File: config.mk
export PLATFORM = sky130hd
export DESIGN_NAME = axi_aw_w_scheduler
export DESIGN_NICKNAME = d
export VERILOG_FILES = /design/src/rtl/axi_aw_w_scheduler.sv
export SDC_FILE = /design/constraint.sdc
export NUM_CORES = 1
export LEC_CHECK = 0
export CAP_MARGIN = 20
export CORE_ASPECT_RATIO = 0.7
export CORE_MARGIN = 2
export CORE_UTILIZATION = 47
export CTS_CLUSTER_DIAMETER = 80
export DETAILED_ROUTE_END_ITERATION = 8
export GPL_TIMING_DRIVEN = 0
export HOLD_SLACK_MARGIN = 0.05
export PLACE_DENSITY = 0.79
export SLEW_MARGIN = 10
export SYNTH_ARGS = -nofsm -noshare
export SYNTH_HDL_FRONTEND = slang
export SYNTH_SLANG_ARGS = --single-unit
File: constraint.sdc
create_clock -name clk_i -period 3.1 [get_ports clk_i]
set_input_delay 0.31 -clock clk_i [delete_from_list [all_inputs] [get_ports clk_i]]
set_output_delay 0.31 -clock clk_i [all_outputs]
set_load 0.05 [all_outputs]
File: src/rtl/axi_aw_w_scheduler.sv
// Round-robin AW arbiter for one master write port. The W channel follows the
// order of accepted AWs through a small index FIFO, so write bursts never interleave.
module axi_aw_w_scheduler #(
  parameter int unsigned  NumIn     = 4,
  parameter int unsigned  FifoDepth = 4,
  parameter type          AwType    = logic,
  parameter type          WType     = logic,
  localparam int unsigned IdxW      = $clog2(NumIn),
  localparam int unsigned CntW      = $clog2(FifoDepth + 1)
) (
  input  logic                 clk_i,
  input  logic                 rst_ni,
  input  logic                 flush_i,
  input  logic  [NumIn-1:0]    slv_aw_valid_i,
  input  AwType [NumIn-1:0]    slv_aw_i,
  output logic  [NumIn-1:0]    slv_aw_ready_o,
  output logic                 mst_aw_valid_o,
  output AwType                mst_aw_o,
  output logic  [IdxW-1:0]     mst_aw_idx_o,
  input  logic                 mst_aw_ready_i,
  input  logic  [NumIn-1:0]    slv_w_valid_i,
  input  WType  [NumIn-1:0]    slv_w_i,
  input  logic  [NumIn-1:0]    slv_w_last_i,
  output logic  [NumIn-1:0]    slv_w_ready_o,
  output logic                 mst_w_valid_o,
  output WType                 mst_w_o,
  output logic                 mst_w_last_o,
  input  logic                 mst_w_ready_i,
  output logic  [CntW-1:0]     w_usage_o
);

  localparam int unsigned PtrW = (FifoDepth > 1) ? $clog2(FifoDepth) : 1;

  typedef enum logic [1:0] {
    IDLE = 2'b01,
    HOLD = 2'b10
  } state_e;

  state_e            state_q, state_d, fsm_next_s;
  logic [IdxW-1:0]   rr_ptr_q, rr_ptr_d, fsm_rr_ptr_s;
  logic [IdxW-1:0]   aw_idx_q, aw_idx_d, fsm_aw_idx_s;
  logic [PtrW-1:0]   wr_ptr_q, wr_ptr_d;
  logic [PtrW-1:0]   rd_ptr_q, rd_ptr_d;
  logic [CntW-1:0]   usage_q, usage_d;
  logic [IdxW-1:0]   mem_q [FifoDepth];
  logic [IdxW-1:0]   mem_d [FifoDepth];

  logic              rr_found_s;
  logic [IdxW-1:0]   rr_pick_s;
  logic [IdxW-1:0]   rr_next_s;
  logic              queue_full_s;
  logic              queue_empty_s;
  logic [IdxW-1:0]   w_idx_s;
  logic              fsm_push_s;
  logic              aw_push_s;
  logic              w_pop_s;

  function automatic logic [PtrW-1:0] ptr_inc(input logic [PtrW-1:0] ptr);
    if (ptr == PtrW'(FifoDepth - 1)) begin
      ptr_inc = '0;
    end else begin
      ptr_inc = ptr + PtrW'(1);
    end
  endfunction

  assign queue_full_s  = (usage_q == CntW'(FifoDepth));
  assign queue_empty_s = (usage_q == CntW'(0));
  assign mst_aw_o      = slv_aw_i[aw_idx_q];
  assign mst_aw_idx_o  = aw_idx_q;
  assign w_usage_o     = usage_q;

  // First requesting index at or after rr_ptr, wrapping around.
  always_comb begin
    rr_found_s = 1'b0;
    rr_pick_s  = '0;
    for (int unsigned i = 0; i < NumIn; i++) begin
      logic [IdxW-1:0] cand;
      cand = IdxW'((32'(rr_ptr_q) + i) % NumIn);
      if (!rr_found_s && slv_aw_valid_i[cand]) begin
        rr_found_s = 1'b1;
        rr_pick_s  = cand;
      end else begin
        rr_found_s = rr_found_s;
      end
    end
    rr_next_s = IdxW'((32'(rr_pick_s) + 32'd1) % NumIn);
  end

  // AW FSM: grant in IDLE, forward the granted requester in HOLD.
  always_comb begin
    fsm_next_s     = state_q;
    fsm_rr_ptr_s   = rr_ptr_q;
    fsm_aw_idx_s   = aw_idx_q;
    fsm_push_s     = 1'b0;
    mst_aw_valid_o = 1'b0;
    slv_aw_ready_o = '0;
    case (state_q)
      IDLE: begin
        if (rr_found_s && !queue_full_s) begin
          fsm_aw_idx_s = rr_pick_s;
          fsm_rr_ptr_s = rr_next_s;
          fsm_next_s   = HOLD;
        end else begin
          fsm_next_s   = IDLE;
        end
      end
      HOLD: begin
        mst_aw_valid_o           = slv_aw_valid_i[aw_idx_q];
        slv_aw_ready_o[aw_idx_q] = mst_aw_ready_i;
        if (slv_aw_valid_i[aw_idx_q] && mst_aw_ready_i) begin
          fsm_push_s = 1'b1;
          fsm_next_s = IDLE;
        end else begin
          fsm_next_s = HOLD;
        end
      end
      default: begin
        fsm_next_s = IDLE;
      end
    endcase
    state_d   = flush_i ? IDLE     : fsm_next_s;
    rr_ptr_d  = flush_i ? rr_ptr_q : fsm_rr_ptr_s;
    aw_idx_d  = flush_i ? aw_idx_q : fsm_aw_idx_s;
    aw_push_s = fsm_push_s && !flush_i;
  end

  // W channel is steered by the queue head; nothing passes while the queue is empty.
  always_comb begin
    w_idx_s       = mem_q[rd_ptr_q];
    mst_w_valid_o = 1'b0;
    mst_w_o       = '0;
    mst_w_last_o  = 1'b0;
    slv_w_ready_o = '0;
    if (!queue_empty_s) begin
      mst_w_valid_o          = slv_w_valid_i[w_idx_s];
      mst_w_o                = slv_w_i[w_idx_s];
      mst_w_last_o           = slv_w_last_i[w_idx_s];
      slv_w_ready_o[w_idx_s] = mst_w_ready_i;
    end else begin
      mst_w_valid_o = 1'b0;
    end
    w_pop_s = mst_w_valid_o && mst_w_ready_i && mst_w_last_o;
  end

  // Index queue bookkeeping; flush empties it but leaves stored entries stale.
  always_comb begin
    mem_d = mem_q;
    if (aw_push_s) begin
      mem_d[wr_ptr_q] = aw_idx_q;
    end else begin
      mem_d[wr_ptr_q] = mem_q[wr_ptr_q];
    end
    case ({aw_push_s, w_pop_s})
      2'b10:   usage_d = usage_q + CntW'(1);
      2'b01:   usage_d = usage_q - CntW'(1);
      default: usage_d = usage_q;
    endcase
    wr_ptr_d = aw_push_s ? ptr_inc(wr_ptr_q) : wr_ptr_q;
    rd_ptr_d = w_pop_s   ? ptr_inc(rd_ptr_q) : rd_ptr_q;
    if (flush_i) begin
      wr_ptr_d = '0;
      rd_ptr_d = '0;
      usage_d  = '0;
    end else begin
      usage_d  = usage_d;
    end
  end

  // State registers.
  always_ff @(posedge clk_i or negedge rst_ni) begin
    if (!rst_ni) begin
      state_q  <= IDLE;
      rr_ptr_q <= '0;
      aw_idx_q <= '0;
      wr_ptr_q <= '0;
      rd_ptr_q <= '0;
      usage_q  <= '0;
      for (int unsigned i = 0; i < FifoDepth; i++) begin
        mem_q[i] <= '0;
      end
    end else begin
      state_q  <= state_d;
      rr_ptr_q <= rr_ptr_d;
      aw_idx_q <= aw_idx_d;
      wr_ptr_q <= wr_ptr_d;
      rd_ptr_q <= rd_ptr_d;
      usage_q  <= usage_d;
      mem_q    <= mem_d;
    end
  end

endmodule
======== After elaboration in Yosys (flattened, before gate mapping) ========
Cells that the tools add are included.
storage, ports and cells
  flip-flop bits (word level) ............. 21
  logic and storage cells ................. 123
  bits of input ports ..................... 25
  output and inout port bits .............. 18
operators by class
  reduce and logical (&&, ||, !) cells .... 21
  bitwise logic cells ..................... 5
  add/subtract/negate cells ............... 8
  $lt $le $gt $ge ......................... 11
  multiplexer cells ....................... 61
  equal/unequal tests ..................... 7
operator list
  operator                                                                             count
  2-bit two-way mux                                                                    18
  1-bit two-way mux                                                                    21
  1-bit binary-select mux with 2-bit select                                            9
  2-bit by 3-bit less-than comparator with 1-bit output, second input constant         6
  8-bit bitwise mux                                                                    2
  1-bit logical AND                                                                    11
  2-bit by 1-bit adder with 2-bit output, second input constant                        4
  4-bit AND                                                                            2
  2-bit binary-select mux with 2-bit select                                            2
  2-bit equality test, second input constant                                           4
  4-bit two-way mux                                                                    2
  8-bit two-way mux                                                                    1
  3-bit greater-or-equal comparator, second input constant                             2
  2-bit inverter with 3-bit output                                                     2
  3-bit case mux with 2 select lines                                                   1
  1-bit logical NOT                                                                    5
  2-bit adder, second input constant                                                   2
  1-bit demux with 2-bit select                                                        2
  2-bit demux with 2-bit select                                                        1
  2-bit by 1-bit equality test with 1-bit output, second input constant                2
  2-bit by 1-bit greater-or-equal comparator with 1-bit output, second input constant  2
  2-bit case mux with 2 select lines                                                   1
  2-bit nonzero test                                                                   2
  3-bit by 1-bit adder with 3-bit output, second input constant                        1
  other kinds (8)                                                                      8

======== Logic depth before layout (Yosys ltp) ========
Gate-level depths: netlist of the first run.
  depth in word-level cells ............... 16
  gate-level depth with buffers ........... 11
  mapped depth without buffers ............ 11

======== Worst setup path before layout of the first run ========
Ideal clock, no wire load.
  path type ............................... register -> register
  start ................................... register usage_q[1], in the netlist w_usage_o[1]
  end ..................................... register usage_q[2], in the netlist w_usage_o[2]
  period minus slack after synthesis ...... 2.529 ns
  stages on the path, launching flop included .. 10
  setup slack ............................. 0.571 ns
  arrival time ............................ 2.402 ns
  path through ............................ dfrtp_1 or3_1 nand3_2 o22ai_4 o21a_1 fa_1 inv_1 nor2_1 mux2i_1 mux2_1
between the ends
  longest elaborated chain between the ends .. 7
RTL lines
  element                                                                                line  source
  start: declaration                                                                     44    logic [CntW-1:0] usage_q, usage_d;
  start signal: assignment                                                               187   usage_q <= usage_d;
  3-bit logical NOT                                                                      67    assign queue_empty_s = (usage_q == CntW'(0));
  1-bit two-way mux                                                                      134   if (!queue_empty_s) begin
  1-bit logical AND (2 in series)                                                        142   w_pop_s = mst_w_valid_o && mst_w_ready_i && mst_w_last_o;
  2-bit by 1-bit equality test with 1-bit output or 2-bit equality test (tied branches)  153   case ({aw_push_s, w_pop_s})
  3-bit case mux with 2 select lines                                                     153
  3-bit two-way mux                                                                      160   if (flush_i) begin
Several ways; a longest one is shown, not always the timed one.
A chain may end at the register's enable or synchronous reset.

======== Final worst setup path of the first run ========
  start ................................... register rd_ptr_q[1]
  end ..................................... output mst_w_valid_o
between the ends
  longest elaborated chain between the ends .. 7
RTL lines
  element                                                 line  source
  start: declaration                                      43    logic [PtrW-1:0] rd_ptr_q, rd_ptr_d;
  start signal: assignment                                186   rd_ptr_q <= rd_ptr_d;
  2-bit inverter with 3-bit output (not written as such)  129   w_idx_s = mem_q[rd_ptr_q];
  2-bit binary-select mux with 2-bit select               129
  2-bit two-way mux (not written as such) (2 in series)   129
  1-bit binary-select mux with 2-bit select               135   mst_w_valid_o = slv_w_valid_i[w_idx_s];
  1-bit two-way mux (not written as such)                 135
  1-bit two-way mux                                       134
  end: declaration                                        25    output logic mst_w_valid_o,
Every way passes these cells. The select of a mux whose other input is x is not followed.

==> results of run 1 <==
## registers in the layout, indices dropped and copies added (netlist names)
name	count
mem_q	8
mst_aw_idx_o	2
rd_ptr_q	2
rr_ptr_q	2
state_q	2
w_usage_o	3
wr_ptr_q	2
## cell usage after synthesis
cell / number / area [µm²]
sky130_fd_sc_hd__nand2_1: 11 / 41.29
sky130_fd_sc_hd__nand3_1: 1 / 5.000
sky130_fd_sc_hd__o22ai_4: 1 / 20.02
sky130_fd_sc_hd__or3_1: 1 / 6.260
sky130_fd_sc_hd__mux4_2: 5 / 112.6
sky130_fd_sc_hd__dfrtp_1: 20 / 500.5
sky130_fd_sc_hd__a21oi_1: 17 / 85.08
sky130_fd_sc_hd__nor2b_1: 3 / 18.77
sky130_fd_sc_hd__mux2_2: 1 / 11.26
sky130_fd_sc_hd__o21ai_0: 1 / 5.000
sky130_fd_sc_hd__a2111oi_0: 1 / 8.760
sky130_fd_sc_hd__mux4_1: 3 / 78.83
sky130_fd_sc_hd__o21a_1: 2 / 15.01
sky130_fd_sc_hd__a221oi_1: 1 / 8.760
sky130_fd_sc_hd__nand3_2: 2 / 20.02
sky130_fd_sc_hd__or2_1: 1 / 6.260
sky130_fd_sc_hd__mux2_1: 2 / 22.52
sky130_fd_sc_hd__fa_1: 1 / 20.02
sky130_fd_sc_hd__or2b_1: 1 / 7.510
sky130_fd_sc_hd__clkbuf_1: 1 / 3.750
sky130_fd_sc_hd__ha_1: 7 / 87.58
sky130_fd_sc_hd__and2_1: 4 / 25.02
sky130_fd_sc_hd__xnor2_1: 1 / 8.760
sky130_fd_sc_hd__mux2i_1: 10 / 100.1
sky130_fd_sc_hd__dfstp_2: 1 / 26.28
sky130_fd_sc_hd__a22oi_1: 1 / 7.510
sky130_fd_sc_hd__nand3b_4: 1 / 20.02
sky130_fd_sc_hd__nor3b_1: 1 / 7.510
sky130_fd_sc_hd__a21boi_0: 1 / 7.510
sky130_fd_sc_hd__nor2_1: 30 / 112.6
sky130_fd_sc_hd__nor3_1: 3 / 15.01
sky130_fd_sc_hd__xor2_2: 1 / 16.27
sky130_fd_sc_hd__nand2b_1: 4 / 25.02
sky130_fd_sc_hd__inv_1: 7 / 26.28
sky130_fd_sc_hd__o211ai_1: 1 / 7.510
sky130_fd_sc_hd__a31oi_1: 1 / 6.260
## per-layer routing
metal | routed length, µm | GRT usage
met1 | 1652 | 0.2861
met2 | 1786 | 0.3426
met3 | 98 | 0.05325
met4 | 7 | 0.04088
met5 | 0 | 0
## logic make-up after synthesis
group,count (synthesis),synth area share
buffers and inverters,8,0.02007
flip-flops,21,0.3520
adder cells (fa/ha/maj),8,0.07190
AND/OR/NAND/NOR,63,0.2074
multiplexers,21,0.2174
XOR/XNOR,2,0.01673
AO/OA/AOI/OAI,27,0.1146
## area by class of cell
class | count | area (µm²) | share of cell area
Clock buffer | 3 | 41.29 | 0.02036
Sequential cell | 21 | 526.8 | 0.2597
Tap cell | 38 | 47.55 | 0.02344
Clock inverter | 1 | 5.005 | 0.002468
Buffer | 1 | 3.754 | 0.001851
Multi-Input combinational cell | 121 | 939.7 | 0.4633
Inverter | 7 | 26.28 | 0.01295
Timing Repair Buffer | 43 | 437.9 | 0.2159
## how the worst max path moves through the flow
| stage | slack, ns | endpoint | cells past startpoint | from |
|---|---|---|---|---|
| after detailed placement | 0.37 | mst_w_valid_o | 4 | rd_ptr_q[1] |
| after global placement | 0.39 | w_usage_o[2] | 9 | slv_aw_valid_i[3] |
| after CTS | 0.06 | mst_w_valid_o | 4 | rd_ptr_q[1] |
| after global routing | 0.005 | mst_w_valid_o | 4 | rd_ptr_q[1] |
| final | 0.07 | mst_w_valid_o | 4 | rd_ptr_q[1] |
| after floorplan | 0.57 | w_usage_o[2] | 9 | w_usage_o[1] |
## critical path, stage by stage, from the launching register on
cell	delay (ns)
sky130_fd_sc_hd__dfrtp_1	0.46
sky130_fd_sc_hd__mux4_2	0.62
sky130_fd_sc_hd__mux4_1	0.49
sky130_fd_sc_hd__and2_1	0.18
sky130_fd_sc_hd__clkdlybuf4s50_1	0.70
## stage by stage
step	area (µm²)	std cells	power (W)	hold WS, ns
finish	2028	235	0.001099	0.3224
detailed placement	1964	230	0.0009180	0.5488
global route	2028	235	0.001164	0.3407
CTS	2011	234	0.001104	0.5649
floorplan	1496	150	0.0007513	0.01441
global placement	1964	230	0.0008915	0.5230
## where the power goes
part	switching (W)	leakage, nW	internal, W	total [W]
sequential	0.0000725	0.239	0.000333	0.000406
clock	0.0000959	0.0255	0.0000898	0.000186
combinational	0.000276	0.570	0.000232	0.000508
total	0.000444	0.835	0.000655	0.00110
## what timing repair did
item                       CTS  global route
setup endpoints to repair    0             1
hold endpoints to repair     0             0
gates resized for setup      0             1
==> results.md, run 1 <==
- The analysis attributes to cell leakage a power of 0.8349 nW.
- The total iterations of the first detailed-routing run is 4.
- Of the synthesized area, sequential elements account for 0.3520.
- After clock tree synthesis, the clock-pin slew on the worst setup and hold paths is 0.09 ns.
- The core region is 0.003084 mm².
- The count of buffers added on input and output ports is 42.
- The number of hold-repair buffers added at the cts stage is 0.
- The post-synthesis area per instance is 9.976 µm².
- The total CTS buffers is 3.
- At the pin with the least slew margin, the transition time is 0.5140 ns.
- The maximum clock skew at final layout is 0.01285 ns.
- The largest fanout on the critical path is 7.
- The area of the die is 0.003658 mm².
- The nature of the critical path startpoint is a register.
- The site row count is 17.
- For this block, the initial DRC count from the detailed router was 48.
- The latest clock arrival within the worst-skew pair is 0.27 ns.
- For this configuration, the core starts out at a cell density of 0.4852.
- Max-cap violations in this run came to 0.
- For this run, the total global-route usage over all layers was measured as 0.2098.
- The number of storage elements in the synthesis netlist is 21.
- For the worst flop-to-flop path, the logic depth is 9.
- For this run, the number of Yosys warnings is 0.
- The antenna diode count is 0.
- The maximum clock rate is 0.3295 GHz.
- The required time of the worst setup path is 2.79 ns.
- The clock tree from TritonCTS is yes.
- The initial antenna violation count came to 0.
- The post-synth net total is 183.
- The routed design has 3.545 mm of wire.
- Across the VDD grid, the largest voltage drop is 276.4 µV.
- The endpoint identified for the worst register-to-register timing path is w_usage_o[2].
- The die is 51.21 µm tall.
- The data arrival at the endpoint of the critical path is 2.72 ns.
- The synthesized netlist occupies a cell area of 0.001496 mm².
- The number of global-route vias before repair was 1318.
- At the end of the flow, the number of nets in the layout was 231.
- The aggregate negative setup slack is 0 ns.
- Counting distinct cell types in the post-synthesis netlist gives 36.
- Dividing total power by cell area gives a power density of 541.8 mW/mm².
- The end-of-flow core utilization is 0.6576.
- The relative max-transition margin is 0.6568.
- In the finished design, the share of the clock period the worst path needs comes to 0.9790.
- Setup repair after global routing left no endpoint under its margin.
- STA classifies the critical path endpoint as a primary output.
- For this block, the via count after detailed routing is 1275.
- The number of buffers on the longest clock path is 2.
- The number of standard cells after synthesis is 150.
- CTS built an H-tree with a depth of 1.
- For this run, design rule violations remaining after detail routing come to 0.
- The library cells used most frequently in the layout, excluding fill and tap cells, are sky130_fd_sc_hd__clkdlybuf4s50_1 (41), sky130_fd_sc_hd__nor2_1 (30), sky130_fd_sc_hd__dfrtp_1 (20).
- Setup violations remaining at the end of the flow were counted as 0.
- The post-route worst setup slack is 0.06501 ns.
- The number of hold violations in the final report is 0.
- The most common cell after layout, fill and taps aside is sky130_fd_sc_hd__clkdlybuf4s50_1.
- Compared with the post-synthesis result, the final layout area differs by 35.54%.
- In this run the horizontal extent of the chip is 71.44 µm.
- The placer's final routability congestion estimate is 0.9060.
- The root buffer cell chosen for the clock tree is sky130_fd_sc_hd__clkbuf_8.
- The origin of the critical flop-to-flop path is rd_ptr_q[1].
- Pin placement for this block handled 43 I/O pins.
- The number of vias per cell after detailed routing is 5.426.
- The post-CTS repair timing setup buffer count is 0.
- The pre-CTS setup slack is 0.3679 ns.
- For this design, the sink count on the clock tree is 21.
- Counting I/O delays and the setup requirement, the final critical path takes 3.035 ns.
- After detailed routing, the average wire length per cell comes to 15.09 µm.
- Entering global routing, the biggest net connects 22 pins.
- The half-perimeter wire length of the detailed placement result is 2.847 mm.
- Once detail routing completed, the nets flagged for antenna violations numbered 0.
- The fraction of layout instances using a drive strength above 1 is 0.08629.
- Summed over all layers, the global routing overflow is 0.
- The first-pass GRT wire length is 5.975 mm.
- The run finished with clean final reports.
- The setup check on the worst reg-to-reg path leaves a slack of 0.51 ns.
- The layout has 253 filler cells.
- The type of the tightest min-delay check is primary input to async pin.
- The startpoint-to-endpoint class of the critical path is register to primary output.
- The total count of max-transition violations in the final report is 0.
No activity file was read; power rests on OpenSTA's default activity.
==> inputs of run 2 (changes only) <==
--- a/config.mk
+++ b/config.mk
@@ -5,7 +5,7 @@
 export SDC_FILE = /design/constraint.sdc
 export NUM_CORES = 1
 export LEC_CHECK = 0
-export CAP_MARGIN = 20
+export CAP_MARGIN = 10
 export CORE_ASPECT_RATIO = 0.7
 export CORE_MARGIN = 2
 export CORE_UTILIZATION = 47
==> run 2 against run 1 <==
Effect of this change: sequential cell count unchanged; first-iteration DRC count increased by 17%; clock-buffer cell count unchanged; worst hold slack improved by 0.24 ns; clock power about the same; largest power group unchanged; sequential share of layout area grew 0.19 points; fmax up 0.10%; non-clock buffer count shrank 1; sequential power is essentially flat; global-route usage did not move.
==> results.md, run 2 (synthesis gave the netlist of run 1 again) <==
- For the pin with the worst max-slew slack, the measured transition is 0.9575 ns.
- For this block, the initial DRC count from the detailed router was 56.
- The number of buffers on the longest clock path is 2.
- The die outline width is 71.44 µm.
- The startpoint identified for the worst register-to-register timing path is rd_ptr_q[1].
- After detailed placement, the design holds a cell count of 230.
- CTS built an H-tree with a depth of 1.
- At the end of the flow, the number of nets in the layout was 230.
- The end of the worst register-to-register path is w_usage_o[2].
- In this design, the stage delay of the slowest critical-path cell is 0.70 ns.
- The placeable core region is 0.003084 mm².
- Setup violations remaining at the end of the flow were counted as 0.
- The path with the worst hold slack has its endpoint at mem_q[3].
- The final cell count without fillers is 234.
- Counting both buffers and inverters, the worst setup path holds a total of 1.
- The total count of max-transition violations in the final report came to 0.
- The type of the tightest min-delay check is register to register.
- The startpoint-to-endpoint class of the critical path is register to primary output.
- The fraction of layout instances using a drive strength above 1 is 0.08163.
- The routed length per instance is 14.94 µm.
- The relative max-transition margin is 0.3597.
- Clock-pin slew was measured on the worst setup and hold paths at 0.09 ns.
- The signal on the critical path passes through mux4_2, mux4_1, and2_1, clkdlybuf4s50_1.
- The filler cells instantiated in the layout total 253.
- The via total after detailed routing is 1266.
- The hold path depth is 2.
- The first global-routing pass estimated 5.975 mm of wire.
- In this run the vertical extent of the chip is 51.21 µm.
- The global-route congestion overflow total is 0.
- Once layout is done, the placed cells without fillers occupy 0.002013 mm².
- The number of hold-repair buffers added at the cts stage is 0.
- The total wirelength of the detailed-routed design is 3.497 mm.
- The minimum hold slack is 0.5615 ns.
- After detailed routing, the number of remaining DRC violations is 0.
- The data arrival at the endpoint of the critical path is 2.72 ns.
- Power spread over the standard cell area amounts to 544.1 mW/mm².
- Relative to the synthesized area, the layout overhead comes to 34.53%.
- The half-perimeter wire length of the detailed placement result is 2.847 mm.
- Leaving out fill and tap cells, the most frequent cells in the layout are sky130_fd_sc_hd__clkdlybuf4s50_1 (41), sky130_fd_sc_hd__nor2_1 (30), sky130_fd_sc_hd__dfrtp_1 (20).
- The TritonCTS sink count is 21.
- The effective utilization at floorplan is 0.4852.
- The number of global-route vias before repair is 1318.
- In this run the static leakage power is 0.8275 nW.
- The number of vias per cell after detailed routing is 5.410.
- The floorplan step defined a die boundary enclosing 0.003658 mm².
- The number of clock buffers added by TritonCTS is 3.
- Counting flops per register, the top entry is mem_q.
- The remaining antenna violation count is 0.
- The repair_antennas step left the layout with diodes totalling 0.
- For this run, the share of the core covered by cells in the final layout is 0.6527.
- The register-to-register path setup slack is 0.51 ns.
- The startpoint identified for the worst hold timing path is mem_q[3].
- The clock period could shrink to 3.032 ns.
- The master of the slowest instance on the critical path is sky130_fd_sc_hd__clkdlybuf4s50_1.
- The number of hold violations in the final report is 0.
- STA classifies the critical path startpoint as a register.
- The worst setup path is captured at a primary output.
- Along the worst path, the maximum fanout reaches 7.
- The initial antenna violation count came to 0.
- Setup repair after global routing left no endpoint under its margin.
- The site row count is 17.
- Max-cap violations in this run came to 0.
- Grouping stages by cell kind, the critical path spends the most delay in multiplexers.
- The run finished with clean final reports.
- The port buffer count is 42.
- At the worst endpoint, the required time is 2.79 ns.
- Entering global routing, the biggest net connects 22 pins.
- Dividing the final minimum period by the clock period gives 0.9780.
- The maximum clock skew at final layout is 0.01142 ns.
- Across every metal layer, demand over resource in global routing totals 0.2098.
- The register with the most flip-flops in the layout has 8 of them.
- Summed over all failing endpoints, the final setup total negative slack is 0 ns.
- The maximum clock rate is 0.3298 GHz.
- The latest clock arrival within the worst-skew pair is 0.27 ns.
- The number of cells on the worst reg-to-reg path is 9.
- TritonCTS built the clock tree.
- The placer's final routability congestion estimate is 0.9060.
- The peak ir drop on the vdd network is 276.8 µV.
- The most common cell after layout, fill and taps aside is sky130_fd_sc_hd__clkdlybuf4s50_1.
- Summing all placed instances gives a cell area of 0.001964 mm².
- The first detailed-routing pass ran for 4 iterations.
- The clock root buffer master is sky130_fd_sc_hd__clkbuf_8.
- 43 I/O pins were placed.
## run 2: cell count changes in the layout (fill, tap and decap cells not counted), sizes merged
| cell | delta |
|---|---|
| buf | -1 |
## run 2: layout make-up
class / count / area, µm² / area share
Clock inverter: 1 / 5.005 / 0.002486
Multi-Input combinational cell: 121 / 939.7 / 0.4667
Tap cell: 38 / 47.55 / 0.02362
Inverter: 7 / 26.28 / 0.01305
Sequential cell: 21 / 526.8 / 0.2617
Timing Repair Buffer: 42 / 422.9 / 0.2101
Clock buffer: 3 / 41.29 / 0.02051
Buffer: 1 / 3.754 / 0.001865
## run 2: worst max path at each step
stage	from	endpoint	slack, ns	cells past startpoint
after floorplan	w_usage_o[1]	w_usage_o[2]	0.57	9
after global placement	slv_aw_valid_i[3]	w_usage_o[2]	0.39	9
after detailed placement	rd_ptr_q[1]	mst_w_valid_o	0.37	4
after CTS	rd_ptr_q[1]	mst_w_valid_o	0.06	4
after global routing	rd_ptr_q[1]	mst_w_valid_o	0.005	4
final	rd_ptr_q[1]	mst_w_valid_o	0.07	4
## run 2: worst register-to-register path, delay by kind of cell (launching register included)
family / cells / cell delay (ns)
AO/OA/AOI/OAI: 2 / 0.27
adder cells (fa/ha/maj): 1 / 0.38
AND/OR/NAND/NOR: 2 / 0.20
multiplexers: 3 / 1.10
flip-flops: 1 / 0.46
buffers and inverters: 1 / 0.06
## run 2: layer usage
layer / share of wire / track usage / up-vias
met5: 0 / 0 / -
met4: 0.0020 / 0.04088 / 0
met3: 0.031 / 0.05325 / 2
met2: 0.50 / 0.3426 / 19
met1: 0.47 / 0.2861 / 621
li1: - / - / 624
## run 2: metrics by stage
step / setup WS, ns / power [W]
global placement: 0.3950 / 0.0008915
CTS: 0.06453 / 0.001104
detailed placement: 0.3679 / 0.0009180
finish: 0.06811 / 0.001095
global route: 0.004591 / 0.001161
floorplan: 0.5706 / 0.0007513
## run 2: report_power, final
group	total (W)	internal (W)	leakage [nW]	switching, W
Sequential	0.000406	0.000333	0.239	0.0000725
Combinational	0.000506	0.000230	0.562	0.000276
Clock	0.000184	0.0000897	0.0255	0.0000943
Total	0.00110	0.000653	0.827	0.000443
## run 2: what timing repair did
action                     CTS  global route
setup endpoints to repair    0             1
gates resized for setup      0             1
setup buffers                0             0
==> inputs of run 3 (changes only) <==
--- a/config.mk
+++ b/config.mk
@@ -9,7 +9,7 @@
 export CORE_ASPECT_RATIO = 0.7
 export CORE_MARGIN = 2
 export CORE_UTILIZATION = 47
-export CTS_CLUSTER_DIAMETER = 80
+export CTS_CLUSTER_DIAMETER = 60
 export DETAILED_ROUTE_END_ITERATION = 8
 export GPL_TIMING_DRIVEN = 0
 export HOLD_SLACK_MARGIN = 0.05
==> results of run 3 <==
Same layout as run 2: the final DEF is identical, and so are final timing and power.
